## config.mk

```make
export PLATFORM = sky130hd
export DESIGN_NAME = cla_pipe_adder_flat
export DESIGN_NICKNAME = d
export VERILOG_FILES = /design/src/rtl/cla_pipe_adder_if.sv /design/src/rtl/cla_pipe_adder.sv /design/src/flat_wrapper.sv
export SDC_FILE = /design/constraint.sdc
export NUM_CORES = 1
export LEC_CHECK = 0
export CORE_ASPECT_RATIO = 1.4
export CORE_UTILIZATION = 50
export CTS_CLUSTER_SIZE = 28
export DETAILED_ROUTE_END_ITERATION = 8
export PLACE_DENSITY = 0.76
export SETUP_SLACK_MARGIN = 0.05
export SKIP_LAST_GASP = 1
export SLEW_MARGIN = 20
export SYNTH_ARGS = -nofsm -noshare
export SYNTH_HDL_FRONTEND = slang
export SYNTH_SLANG_ARGS = --single-unit
```

## constraint.sdc

```tcl
create_clock -name clk -period 5.7 [get_ports clk]
set_input_delay 0.855 -clock clk [delete_from_list [all_inputs] [get_ports clk]]
set_output_delay 0.855 -clock clk [all_outputs]
set_load 0.02 [all_outputs]
```

## src/rtl/cla_pipe_adder_if.sv

```systemverilog
// Operand/result handshake bundle for cla_pipe_adder; slave is the adder side, master the requester.
interface cla_pipe_adder_if #(
  parameter int WIDTH = 32
);
  logic             in_valid;
  logic             in_ready;
  logic [WIDTH-1:0] a;
  logic [WIDTH-1:0] b;
  logic             cin;
  logic             sub;
  logic             out_valid;
  logic             out_ready;
  logic [WIDTH-1:0] sum;
  logic             cout;
  logic             ovf;
  logic             zero;

  modport master (
    output in_valid, a, b, cin, sub, out_ready,
    input  in_ready, out_valid, sum, cout, ovf, zero
  );

  modport slave (
    input  in_valid, a, b, cin, sub, out_ready,
    output in_ready, out_valid, sum, cout, ovf, zero
  );
endinterface

```

## src/rtl/cla_pipe_adder.sv

```systemverilog
// Pipelined CLA add/sub, one GROUP-bit slice per stage; latency STAGES cycles, whole pipe stalls while a
// result waits on out_ready. Define CLA_PIPE_SAT_EN to clamp signed overflow in the final stage.
module cla_pipe_adder #(
  parameter int WIDTH = 32,
  parameter int GROUP = 8
) (
  input logic             clk,
  input logic             rst,
  cla_pipe_adder_if.slave bus
);
  localparam int STAGES = WIDTH / GROUP;
  localparam int L      = STAGES - 1;

  logic             adv;
  logic             out_valid_q;
  logic [WIDTH-1:0] b_eff;
  logic             c0;

  assign adv          = !out_valid_q || bus.out_ready;
  assign bus.in_ready = adv;
  assign b_eff        = bus.sub ? ~bus.b : bus.b;
  assign c0           = bus.sub | bus.cin;

  // Stage k owns the registers that feed it; operands shrink by one slice per stage while the
  // resolved low result grows, so the last stage sees a full word.
  for (genvar k = 0; k < STAGES; k++) begin : g_stage
    localparam int WK = WIDTH - k * GROUP;

    logic                     vld;
    logic                     ci;
    logic [WK-1:0]            oa;
    logic [WK-1:0]            ob;
    logic [(k+1)*GROUP-1:0]   res;
    logic [GROUP-1:0]         g;
    logic [GROUP-1:0]         p;
    logic [GROUP-1:0]         s;
    logic [GROUP:0]           c;

    if (k == 0) begin : g_head
      assign vld = bus.in_valid;
      assign ci  = c0;
      assign oa  = bus.a;
      assign ob  = b_eff;
      assign res = s;
    end else begin : g_reg
      logic                 vld_q;
      logic                 ci_q;
      logic [WK-1:0]        a_q;
      logic [WK-1:0]        b_q;
      logic [k*GROUP-1:0]   lo_q;

      always_ff @(posedge clk or posedge rst) begin
        if (rst) begin
          vld_q <= 1'b0;
          ci_q  <= 1'b0;
          a_q   <= '0;
          b_q   <= '0;
          lo_q  <= '0;
        end else if (adv) begin
          vld_q <= g_stage[k-1].vld;
          ci_q  <= g_stage[k-1].c[GROUP];
          a_q   <= g_stage[k-1].oa[WK+GROUP-1:GROUP];
          b_q   <= g_stage[k-1].ob[WK+GROUP-1:GROUP];
          lo_q  <= g_stage[k-1].res;
        end
      end

      assign vld = vld_q;
      assign ci  = ci_q;
      assign oa  = a_q;
      assign ob  = b_q;
      assign res = {s, lo_q};
    end

    assign g = oa[GROUP-1:0] & ob[GROUP-1:0];
    assign p = oa[GROUP-1:0] ^ ob[GROUP-1:0];

    // Flat lookahead: every carry is a two-level sum of generate/propagate products.
    always_comb begin : p_cla
      logic pp;
      pp   = 1'b0;
      c    = '0;
      c[0] = ci;
      for (int i = 0; i < GROUP; i++) begin
        pp = ci;
        for (int j = 0; j <= i; j++) pp = pp & p[j];
        c[i+1] = pp;
        for (int j = 0; j <= i; j++) begin
          pp = g[j];
          for (int m = j + 1; m <= i; m++) pp = pp & p[m];
          c[i+1] = c[i+1] | pp;
        end
      end
    end

    assign s = p ^ c[GROUP-1:0];
  end

  logic [WIDTH-1:0] raw;
  logic [WIDTH-1:0] res_fin;
  logic             co;
  logic             ovf_n;
  logic [WIDTH-1:0] sum_q;
  logic             cout_q;
  logic             ovf_q;
  logic             zero_q;

  assign raw   = g_stage[L].res;
  assign co    = g_stage[L].c[GROUP];
  assign ovf_n = co ^ g_stage[L].c[GROUP-1];

`ifdef CLA_PIPE_SAT_EN
  logic a_msb;
  assign a_msb = g_stage[L].oa[GROUP-1];

  always_comb begin
    res_fin = raw;
    if (ovf_n) res_fin = a_msb ? {1'b1, {(WIDTH-1){1'b0}}} : {1'b0, {(WIDTH-1){1'b1}}};
  end
`else
  assign res_fin = raw;
`endif

  // Data only loads with a valid beat so outputs stay put across bubbles.
  always_ff @(posedge clk or posedge rst) begin
    if (rst) begin
      out_valid_q <= 1'b0;
      sum_q       <= '0;
      cout_q      <= 1'b0;
      ovf_q       <= 1'b0;
      zero_q      <= 1'b0;
    end else if (adv) begin
      out_valid_q <= g_stage[L].vld;
      if (g_stage[L].vld) begin
        sum_q  <= res_fin;
        cout_q <= co;
        ovf_q  <= ovf_n;
        zero_q <= (res_fin == '0);
      end
    end
  end

  assign bus.out_valid = out_valid_q;
  assign bus.sum       = sum_q;
  assign bus.cout      = cout_q;
  assign bus.ovf       = ovf_q;
  assign bus.zero      = zero_q;
endmodule

```

## src/flat_wrapper.sv

```systemverilog
// flat-port wrapper written by rule: the top's interface ports become plain ports
module cla_pipe_adder_flat 
#(
  parameter int WIDTH = 32,
  parameter int GROUP = 8
)
  (clk, rst, bus_in_valid, bus_a, bus_b, bus_cin, bus_sub, bus_out_ready, bus_in_ready, bus_out_valid, bus_sum, bus_cout, bus_ovf, bus_zero);
  cla_pipe_adder_if #(.WIDTH(WIDTH)) bus_i ();
  input logic clk;
  input logic rst;
  input wire logic [$bits(bus_i.in_valid)-1:0] bus_in_valid;
  input wire logic [$bits(bus_i.a)-1:0] bus_a;
  input wire logic [$bits(bus_i.b)-1:0] bus_b;
  input wire logic [$bits(bus_i.cin)-1:0] bus_cin;
  input wire logic [$bits(bus_i.sub)-1:0] bus_sub;
  input wire logic [$bits(bus_i.out_ready)-1:0] bus_out_ready;
  output wire logic [$bits(bus_i.in_ready)-1:0] bus_in_ready;
  output wire logic [$bits(bus_i.out_valid)-1:0] bus_out_valid;
  output wire logic [$bits(bus_i.sum)-1:0] bus_sum;
  output wire logic [$bits(bus_i.cout)-1:0] bus_cout;
  output wire logic [$bits(bus_i.ovf)-1:0] bus_ovf;
  output wire logic [$bits(bus_i.zero)-1:0] bus_zero;
  assign bus_i.in_valid = bus_in_valid;
  assign bus_i.a = bus_a;
  assign bus_i.b = bus_b;
  assign bus_i.cin = bus_cin;
  assign bus_i.sub = bus_sub;
  assign bus_i.out_ready = bus_out_ready;
  assign bus_in_ready = bus_i.in_ready;
  assign bus_out_valid = bus_i.out_valid;
  assign bus_sum = bus_i.sum;
  assign bus_cout = bus_i.cout;
  assign bus_ovf = bus_i.ovf;
  assign bus_zero = bus_i.zero;
  cla_pipe_adder #(.WIDTH(WIDTH), .GROUP(GROUP)) u_core (.clk(clk), .rst(rst), .bus(bus_i));
endmodule
```

==> flow_metrics.tcl <==
set metrics [dict create \
    start_util 0.5128 \
    tightest_slew_ns 1.019 \
    drt-pass1-iter-count 8 \
    cp_data_arrival_time_ns 2.64 \
    reg2reg_depth 5 \
    hold_class "reg2reg" \
    syn-mean-instance-area_sq_um 9.775 \
    grt_antenna_before_repair 0 \
    regToRegSetupSlack_ns 3.19 \
    global_route.usage.met1 0.2671 \
    post_drt_wl_per_cell_um 13.48 \
    clock_pin_slew_worst_setup_and_hold_paths_ns 0.07 \
    chipHeight_um 154.7 \
    synth_area_sq_mm 0.008328 \
    most_frequent_cell_on_the_critical_path "sky130_fd_sc_hd__clkdlybuf4s50_1" \
    post-route-period-util 0.6131 \
    root_buffer_cell "sky130_fd_sc_hd__clkbuf_16" \
    crit_path_cell_trace "clkdlybuf4s50_1, nor2b_4, clkinv_2, clkdlybuf4s50_1" \
    cts.hold.buffers_added 0 \
    synthesis.instances 852 \
    grt_setup_unrepaired "no" \
    cts_max_level 4 \
    yosysTopAreaCellShare 0.5589 \
    power.density_cell_area_mw_per_mm2 556.3 \
    global_route.usage.met2 0.3127 \
    clock_network_latency_to_the_later_pin_of_the_worst_skew_pair_ns 0.42 \
    ys_seq_elements 186 \
    timing.critical_path.slowest_cell_delay_ns 0.71 \
    final_max_slew_viol_count 0 \
    fp-row-count 55 \
    worst-path-max-fanout 44 \
    yosys-top-cells-count "sky130_fd_sc_hd__nand2_1 (352), sky130_fd_sc_hd__dfrtp_1 (186), sky130_fd_sc_hd__clkbuf_1 (38)" \
    hold_viol_final 0 \
    synth_top_cells_by_area "sky130_fd_sc_hd__dfrtp_1 (56%), sky130_fd_sc_hd__nand2_1 (16%), sky130_fd_sc_hd__ha_1 (5.4%)" \
    detailed_place.area_sq_mm 0.009538 \
    nets_final 1051 \
    vias_in_the_first_global_route 5521 \
    routed-via-count 5757 \
    num_io_pins 107 \
    insertedDiodeCount 0 \
    core_region_area_sq_mm 0.01624 \
    timing.critical_path.buf_inv 3 \
    min_period_ns 3.494 \
    totalNegativeSetupSlack_ns 0 \
    cts_resized 0 \
    vdd_drop_max_v 0.0002223 \
    most_frequent_cell_after_synthesis "sky130_fd_sc_hd__nand2_1" \
    report.power.total_mw 5.645 \
    die-area_sq_mm 0.01718 \
    regToRegStartpoint "u_core.bus.out_valid" \
    syn_warnings 0 \
    timing.critical_path.slowest_stage_cell "sky130_fd_sc_hd__clkdlybuf4s50_1" \
    grt.total_usage 0.1941 \
    detailedRoute.firstIterationViolations 414 \
    synth_flop_cell "sky130_fd_sc_hd__dfrtp_1" \
    clock-skew-final_ns 0.008425 \
    cap_violations 0 \
    cp_top_family "buffers and inverters" \
    setup-violations-final 0 \
    antenna_violating_nets_post_route 0 \
    grt_start_max_net_pins 187 \
    timing.hold.worst.start "u_core.g_stage[1].g_reg.a_q[21]" \
    cp-end-kind "primary output" \
    routed_via_density 4.993 \
    worst_hold_path.num_cells 2 \
    worstSetupPathType "in2out" \
    tritoncts.num_buffers 17 \
    wl_mm 15.54 \
    clkSinkCount 186 \
    fin_worst_hold_slack_ns 0.4647 \
    mappedNetlistNets 962 \
    grtUsageMet3 0.03252 \
    globalRoute.busiestLayer "met2" \
    cts_post_setup_buffers_inserted 0 \
    grt_pass1_wl_mm 26.77 \
    synth.distinct_cells 43 \
    place_congestion 0.8226 \
    place_hpwl_mm 10.50 \
    nFillCells 1337 \
    globalRoute.totalOverflow 0 \
    numPortBuffers 106 \
    seq_area_frac_synth 0.5589 \
    fp.dieW_um 111.1 \
    static-leakage-power_nw 4.853 \
    run_status "complete, but fails checks" \
    synth_largest_area_cell "sky130_fd_sc_hd__dfrtp_1" \
    regToRegEndpoint "u_core.g_stage[1].g_reg.lo_q[5]" \
    drive_gt1_frac 0.07862 \
    timing.hold.worst_endpoint "u_core.g_stage[2].g_reg.a_q[13]" \
    cts.path.max_buffers 2 \
    timing.critical_path.required_ns 4.85 \
    synth_edf_count 0 \
    failed_checks "DRC" \
    synth_async_sr_flop_share 1.000 \
    setup.worst_path.start_class "input port" \
    maxClockFrequency_mhz 286.2 \
    route.detailed.drc 20 \
    post-route-cell-area_sq_mm 0.01015 \
    area_delta_synth_final_pct 21.84 \
    relSlewSlack 0.3206 \
    cts_tree "built" \
]
-- per-layer routing --
layer / vias to the layer above / share of wire
met3: 23 / 0.029
li1: 2959 / -
met2: 110 / 0.49
met5: - / 0
met1: 2665 / 0.47
met4: 0 / 0.017
-- report_power, final --
group	total [mW]	switching [mW]	internal (mW)
combinational	2.15	1.16	0.996
clock	1.21	0.522	0.684
sequential	2.29	0.378	1.91
-- cells by family after synthesis --
group	count (synthesis)	share of synthesized area
buffers and inverters	47	0.02163
AOI/OAI and AO/OA	91	0.07121
muxes	28	0.03786
adders and majority gates	40	0.06370
xor gates and xnor gates	45	0.04733
and+or+nand+nor	415	0.1994
DFF	186	0.5589
-- sequential cells by signal (all words and copies together) (netlist names) --
name	count
u_core.g_stage.g_reg.a_q	48
u_core.g_stage.g_reg.b_q	48
u_core.g_stage.g_reg.lo_q	48
u_core.bus.sum	32
u_core.g_stage.ci	3
u_core.g_stage.g_reg.vld_q	3
u_core.bus.cout	1
u_core.bus.out_valid	1
u_core.bus.ovf	1
u_core.bus.zero	1
-- stage by stage --
| step | worst slack, ns | util | cells |
|---|---|---|---|
| after CTS | 2.193 | 0.6248 | 1153 |
| after detailed placement | 2.205 | 0.5873 | 1121 |
| final | 2.206 | 0.6248 | 1153 |
| after global placement | 2.202 | 0.5873 | 1121 |
| after floorplan | 2.449 | - | 852 |
| after global routing | 2.102 | 0.6248 | 1153 |
-- worst max-delay path by stage --
stage | from | to | cells past startpoint
2_1_floorplan | rst | u_core.bus.cout | 1
3_3_place_gp | bus_out_ready | bus_in_ready | 4
3_5_place_dp | bus_out_ready | bus_in_ready | 4
4_1_cts | bus_out_ready | bus_in_ready | 4
5_1_grt | bus_out_ready | bus_in_ready | 4
6_report | bus_out_ready | bus_in_ready | 4
-- cell usage in the layout (no fill, tap or decap), drive strengths merged, types with 4 or more instances in the layout --
master         netlist  layout
a21oi               14      14
a31o                 4       4
and2                 5       5
buf                  3       6
clkbuf              38      19
clkdlybuf4s50        0     105
clkinv               0       4
dfrtp              186     186
fa                   4       4
ha                  36      36
inv                  6      11
mux2                28      28
nand2              353     353
nand3                5       5
nor2                26      26
nor3                 8       8
nor4                 6       6
o211ai               5       5
o21a                 7       7
o21ai               37      37
o31ai                6       6
xnor2               32      32
xor2                13      13
-- worst reg2reg max path: stages (launching register included) --
cell and delay (ns):
sky130_fd_sc_hd__dfrtp_1 0.36, sky130_fd_sc_hd__nor2b_4 0.18, sky130_fd_sc_hd__buf_4 0.60, sky130_fd_sc_hd__buf_4 0.87, sky130_fd_sc_hd__nor2_1 0.17, sky130_fd_sc_hd__a22o_1 0.22
-- cell type report --
cell class,instances,area (sq um),area share
flip-flops and latches,186,4654,0.4587
repair buffers,111,1106,0.1090
clock inverters,13,156.4,0.01541
well taps,199,249.0,0.02454
inverters,6,27.53,0.002713
clock buffers,19,452.9,0.04464
multi-input cells,619,3501,0.3450
Note: power is estimated with default switching activity, not from simulation.
